==> src/rtl/posit_add_sched_es3.sv <==
// ---------------------------------------------------------------------------
// posit_add_sched_es3
//   Round-robin scheduler that shares one external LATENCY-stage posit adder
//   (32-bit, es=3) among NREQ requesters. At most one operand pair is issued
//   per cycle. The requester ID travels down a tag pipe that matches the adder
//   latency, and each result goes back to its owner on a registered response
//   port.
//
//   Optional build macro: POSIT_ADD_SCHED_STATS_EN adds per-requester
//   grant/stall counters (stat_sel, stat_grants, stat_stalls).
//
// Ports
//   clk, reset              clock (rising edge), synchronous active-high reset
//   req_valid/req_ready     per-requester handshake; req_ready is a one-hot grant
//   req_in1/req_in2         packed operands, requester i at [32i+31:32i]
//   add_in1/add_in2/add_start  issue side of the adder
//   add_result/add_inf/add_zero/add_done  completion side of the adder
//   rsp_valid/rsp_id/rsp_result/rsp_inf/rsp_zero  registered response
//   busy                    any tag in flight or any response pending
//   err                     sticky: add_done disagreed with the expected tag
// ---------------------------------------------------------------------------
module posit_add_sched_es3 #(
  parameter  int NREQ    = 4,
  parameter  int LATENCY = 4,
  parameter  int MAX_OUT = 4,
  localparam int IDW     = $clog2(NREQ)
) (
  input  logic                 clk,
  input  logic                 reset,
  input  logic [NREQ-1:0]      req_valid,
  output logic [NREQ-1:0]      req_ready,
  input  logic [NREQ*32-1:0]   req_in1,
  input  logic [NREQ*32-1:0]   req_in2,
  output logic [31:0]          add_in1,
  output logic [31:0]          add_in2,
  output logic                 add_start,
  input  logic [31:0]          add_result,
  input  logic                 add_inf,
  input  logic                 add_zero,
  input  logic                 add_done,
  output logic [NREQ-1:0]      rsp_valid,
  output logic [IDW-1:0]       rsp_id,
  output logic [31:0]          rsp_result,
  output logic                 rsp_inf,
  output logic                 rsp_zero,
  output logic                 busy,
  output logic                 err
`ifdef POSIT_ADD_SCHED_STATS_EN
  ,
  input  logic [IDW-1:0]       stat_sel,
  output logic [15:0]          stat_grants,
  output logic [15:0]          stat_stalls
`endif
);

  localparam int CW = $clog2(MAX_OUT + 1);   // in-flight counter width
  localparam int FW = $clog2(LATENCY + 1);   // flush-window counter width

  logic [IDW-1:0]     rr_ptr;
  logic [CW-1:0]      out_cnt [NREQ];
  logic [LATENCY-1:0] tag_v;
  logic [IDW-1:0]     tag_id  [LATENCY];
  logic [FW-1:0]      flush_cnt;

  logic [NREQ-1:0]    eligible;
  logic               grant_valid;
  logic [IDW-1:0]     grant_id;
  logic               last_v;
  logic [IDW-1:0]     last_id;

  assign last_v  = tag_v[LATENCY-1];
  assign last_id = tag_id[LATENCY-1];

  // A requester at its in-flight limit is simply masked; others still issue.
  always_comb begin
    for (int i = 0; i < NREQ; i++) begin
      eligible[i] = req_valid[i] && (out_cnt[i] < CW'(MAX_OUT));
    end
  end

  // First eligible index at or after rr_ptr, wrapping modulo NREQ.
  // NOTE: every output of a combinational block gets a default before any
  // conditional assignment, otherwise synthesis infers a latch.
  always_comb begin
    grant_valid = 1'b0;
    grant_id    = '0;
    if (!reset) begin
      for (int k = 0; k < NREQ; k++) begin
        if (!grant_valid && eligible[(int'(rr_ptr) + k) % NREQ]) begin
          grant_valid = 1'b1;
          grant_id    = IDW'((int'(rr_ptr) + k) % NREQ);
        end
      end
    end
  end

  always_comb begin
    req_ready = '0;
    add_in1   = '0;
    add_in2   = '0;
    add_start = grant_valid;
    if (grant_valid) begin
      req_ready[grant_id] = 1'b1;
      add_in1 = req_in1[int'(grant_id)*32 +: 32];
      add_in2 = req_in2[int'(grant_id)*32 +: 32];
    end
  end

  assign busy = (|tag_v) || (|rsp_valid);

  // NOTE: sequential state uses non-blocking assignments only, so every
  // register samples the pre-edge value of the others (no order dependence).
  always_ff @(posedge clk) begin
    if (reset) begin
      rr_ptr     <= '0;
      tag_v      <= '0;
      rsp_valid  <= '0;
      rsp_id     <= '0;
      rsp_result <= '0;
      rsp_inf    <= 1'b0;
      rsp_zero   <= 1'b0;
      err        <= 1'b0;
      // The adder keeps running through reset; its stale done pulses land
      // while all tags are empty, so err checking waits out one latency.
      flush_cnt  <= FW'(LATENCY);
      for (int i = 0; i < NREQ; i++) begin
        out_cnt[i] <= '0;
      end
    end else begin
      if (grant_valid) begin
        rr_ptr <= (grant_id == IDW'(NREQ - 1)) ? '0 : grant_id + 1'b1;
      end

      tag_v[0] <= grant_valid;
      for (int k = 1; k < LATENCY; k++) begin
        tag_v[k] <= tag_v[k-1];
      end

      // Response follows the tag; add_done only feeds the consistency check.
      rsp_valid <= '0;
      if (last_v) begin
        rsp_valid[last_id] <= 1'b1;
        rsp_id             <= last_id;
        rsp_result         <= add_result;
        rsp_inf            <= add_inf;
        rsp_zero           <= add_zero;
      end

      for (int i = 0; i < NREQ; i++) begin
        if ((grant_valid && grant_id == IDW'(i)) && !(last_v && last_id == IDW'(i))) begin
          out_cnt[i] <= out_cnt[i] + 1'b1;
        end else if (!(grant_valid && grant_id == IDW'(i)) && (last_v && last_id == IDW'(i))) begin
          out_cnt[i] <= out_cnt[i] - 1'b1;
        end
      end

      if (flush_cnt != '0) begin
        flush_cnt <= flush_cnt - 1'b1;
      end else if (add_done != last_v) begin
        err <= 1'b1;
      end
    end
  end

  // NOTE: tag IDs are always qualified by tag_v, so they carry no reset and
  // stay plain shift registers.
  always_ff @(posedge clk) begin
    tag_id[0] <= grant_id;
    for (int k = 1; k < LATENCY; k++) begin
      tag_id[k] <= tag_id[k-1];
    end
  end

`ifdef POSIT_ADD_SCHED_STATS_EN
  logic [15:0] st_grants [NREQ];
  logic [15:0] st_stalls [NREQ];

  always_ff @(posedge clk) begin
    if (reset) begin
      stat_grants <= '0;
      stat_stalls <= '0;
      for (int i = 0; i < NREQ; i++) begin
        st_grants[i] <= '0;
        st_stalls[i] <= '0;
      end
    end else begin
      for (int i = 0; i < NREQ; i++) begin
        if (req_valid[i] && req_ready[i] && st_grants[i] != 16'hFFFF) begin
          st_grants[i] <= st_grants[i] + 16'd1;
        end
        if (req_valid[i] && !req_ready[i] && st_stalls[i] != 16'hFFFF) begin
          st_stalls[i] <= st_stalls[i] + 16'd1;
        end
      end
      // stat_sel may name a nonexistent requester when NREQ is not a power of two.
      if (int'(stat_sel) < NREQ) begin
        stat_grants <= st_grants[stat_sel];
        stat_stalls <= st_stalls[stat_sel];
      end else begin
        stat_grants <= '0;
        stat_stalls <= '0;
      end
    end
  end
`endif

endmodule

==> config.mk <==
export PLATFORM = sky130hd
export DESIGN_NAME = posit_add_sched_es3
export DESIGN_NICKNAME = d
export VERILOG_FILES = /design/src/rtl/posit_add_sched_es3.sv
export SDC_FILE = /design/constraint.sdc
export NUM_CORES = 1
export LEC_CHECK = 0
export ABC_AREA = 1
export CAP_MARGIN = 20
export CELL_PAD_IN_SITES_DETAIL_PLACEMENT = 1
export CELL_PAD_IN_SITES_GLOBAL_PLACEMENT = 1
export CORE_AREA = 3 3 156 158
export CTS_BUF_LIST = sky130_fd_sc_hd__clkbuf_2 sky130_fd_sc_hd__clkbuf_4 sky130_fd_sc_hd__clkbuf_8
export DETAILED_ROUTE_END_ITERATION = 8
export DIE_AREA = 0 0 159 161
export DONT_BUFFER_PORTS = 1
export PLACE_DENSITY = 0.66
export SYNTH_ARGS = -nofsm -noshare
export SYNTH_HDL_FRONTEND = slang
export SYNTH_SLANG_ARGS = --single-unit
==> constraint.sdc <==
create_clock -name clk -period 3.9 [get_ports clk]
set_input_delay 0.195 -clock clk [delete_from_list [all_inputs] [get_ports clk]]
set_output_delay 0.195 -clock clk [all_outputs]
set_load 0.1 [all_outputs]
==> flow_metrics.py <==
metrics = {
    "sta": {
        "rsz0062_at_grt": "no",
        "setup_violations": 0,
        "hold_violations": 0,
        "max_freq_ghz": 0.287,
        "worst_pin_slew_ns": 1.02,
        "fin_crit_ns": 3.49,
        "fin_worst_skew_ns": 0.0115,
        "slew_headroom_pct": 32.2,
        "tns_ns": 0,
        "final.period_utilization_pct": 89.5,
        "slew_violations": 0,
    },
    "die": {
        "die_area_um2": 25600,
        "die_x_um": 159,
        "rows": 56,
        "die_h_um": 161,
        "core_um2": 23300,
        "ios": 408,
        "start_util_pct": 25.2,
    },
    "placement": {
        "numPortBuffers": 0,
        "gp_congestion": 0.851,
        "placed_area_um2": 7490,
        "place_hpwl_um": 18900,
    },
    "synthesis": {
        "ys_types": 30,
        "ys_ff_latch": 70,
        "synthCells": 1060,
        "yosysTopAreaCellShare_pct": 19.8,
        "yosysSeqAreaShare_pct": 25.9,
        "yosys.area.top_type": "dfxtp_1",
        "yosys_warnings": 0,
        "syn-num-nets": 1368,
        "avgSynthCellArea_um2": 5.54,
        "synth_area_um2": 5870,
        "synthTopCellsByArea": "dfxtp_1 20%, nand2_1 19%, nor2_1 18%, nand3_1 12%, inv_1 6.2%",
    },
    "route": {
        "drt-pass1-iter-count": 4,
        "drc": 0,
        "ant_nets": 0,
        "viasPerCell": 4.74,
        "wl_per_cell_um": 17.3,
        "wl_um": 24900,
        "dr_total_vias": 6798,
        "drt_iter0_drc": 343,
    },
    "clocking": {
        "clockBufferDepth": 2,
        "clock-root-buffer": "clkbuf_8",
        "hold_buffers": 31,
        "clkTransAtPathRegs_ns": 0.07,
        "postCtsSetupRepairBufs": 0,
        "cts_buffers": 9,
        "numClockSinks": 70,
        "htree_levels": 3,
        "cts_resized": 0,
        "insertion_delay_ns": 0.35,
        "cts_tree": "built",
    },
    "setup_path": {
        "cp-start-kind": "flop",
        "slowest_stage": "buf_4",
        "required_ns": 3.70,
        "worst_path_dominant_cell_family": "simple AND/OR/NAND/NOR gates",
        "crit_type": "flop to primary output",
        "worstPathArrival_ns": 3.29,
        "endpoint_kind": "primary output",
        "crit_path_max_incr_delay_ns": 0.73,
        "path_max_fanout": 98,
        "path_buf_inv": 2,
        "crit_chain": "nand3_1 > nand3_1 > nand2_1 > nand3_2 > nor2_4 > nor2_8 > buf_4 > nand3_1 > nand3_1 > nand2_1 > nor2_2 > buf_12",
        "cpMostUsedCell": "nand3_1",
    },
    "job": {
        "drv_cap": 0,
    },
    "cells_and_area": {
        "antenna_cells": 0,
        "nets": 1419,
        "final_cell_area_um2": 8030,
        "fillCellCount": 3015,
        "drive_gt1_share_pct": 15.6,
        "syn2layout_area_growth_pct": 36.8,
    },
    "global_routing": {
        "grt_max_degree": 129,
        "track_usage_pct": 18.3,
        "antenna_found_initial": 0,
        "grt_pass1_wl_um": 38200,
        "grt_pass1_vias": 7003,
        "grt_overflow": 0,
    },
    "hold_path": {
        "hold_class": "input pin to flop",
    },
    "power": {
        "powerDensity_nw_per_um2": 1150,
        "ir_drop_uv": 833,
        "p_leak_uw": 0.00397,
    },
    "outcome": {
        "status": "complete, no violations",
    },
}
[sequential cells by signal, indices dropped and copies added, names as in the netlist]
name	flops
err	1
out_cnt	12
tag_id	8
rsp_valid	4
rsp_id	2
rsp_zero	1
rsp_result	32
tag_v	4
rr_ptr	2
rsp_inf	1
flush_cnt	3
[cells in the mapped netlist]
cell type,number
nand2_4,1
nand3_1,146
o22ai_1,1
inv_1,97
buf_8,1
clkbuf_1,24
clkinv_1,1
buf_6,12
nand3_2,3
nand2_2,3
nor3_1,1
inv_4,2
o21ai_0,45
nand2_1,301
nor2_8,1
xnor2_1,6
buf_4,3
dfxtp_1,58
edfxtp_1,12
buf_2,30
fa_1,3
nor4_1,2
ha_1,8
a21oi_1,6
nor2_4,1
nor2_1,284
o21a_1,1
nand4_1,2
xor2_1,1
inv_2,4
[final timing paths]
kind / end / slack, ns / depth (start not counted) / startpoint
hold / removal: rsp_zero / 0.007 / 2 / add_zero
hold reg to reg: tag_id[3][1] / 0.33 / 0 / tag_id[2][1]
setup reg to reg: out_cnt[1][2] / 0.73 / 16 / rr_ptr[0]
setup / recovery: add_in2[2] / 0.41 / 12 / rr_ptr[0]
[metrics by stage]
stage	setup slack [ns]	utilization (%)	hold slack, ns	power (uW)	cells
2_1_floorplan	0.571	-	0.310	6240	1060
3_3_place_gp	0.833	32.1	0.267	8570	1386
3_5_place_dp	0.697	32.2	0.269	8660	1387
4_1_cts	0.399	34.5	0.000765	9330	1434
5_1_grt	0.120	34.5	0.0109	9800	1435
6_report	0.411	34.5	0.00710	9230	1435
[cell type report]
cell class	instances	area [um^2]	area share (%)
sequential	70	1520	19.0
tap	319	399	4.97
clock buffer	12	159	1.98
clock inverter	4	52.6	0.655
timing repair buffer	110	1790	22.3
inverter	104	395	4.93
multi-input combinational	816	3710	46.2
[power by group]
part | total (uW) | internal, uW | switching [uW]
Sequential | 1150 | 869 | 285
Combinational | 7460 | 2220 | 5240
Clock | 616 | 341 | 275
[per-layer routing]
layer | global-route usage, % | wire length [um] | vias to the layer above
met5 | 0 | 0 | -
met4 | 6.57 | 794 | 0
met3 | 4.46 | 1660 | 51
met2 | 33.2 | 12800 | 248
met1 | 21.0 | 9640 | 3154
li1 | - | - | 3345
[cell families after synthesis]
group,after synthesis,share of synthesized area (%)
adders and majority gates,11,2.73
buffers and inverters,174,13.8
xor gates and xnor gates,7,1.04
AOI/OAI and AO/OA,53,4.58
DFF,70,25.9
and+or+nand+nor,745,51.9
[cells in the final DEF, fill, tap and decap left out, types with 2 or more instances in the layout]
master and count:
buf_12 69, nand2_1 300, nand4_1 2, dfxtp_1 58
xnor2_1 6, nand2_2 4, inv_6 2, dlygate4sd3_1 32
nor2_1 220, inv_4 2, nor2_2 64, nor4_1 2
nand3_1 146, ha_1 8, clkbuf_8 11, fa_1 3
edfxtp_1 12, nand3_2 3, inv_2 4, a21oi_1 6
inv_1 97, buf_4 8, o21ai_0 45
(Power assumes the default switching activity.)
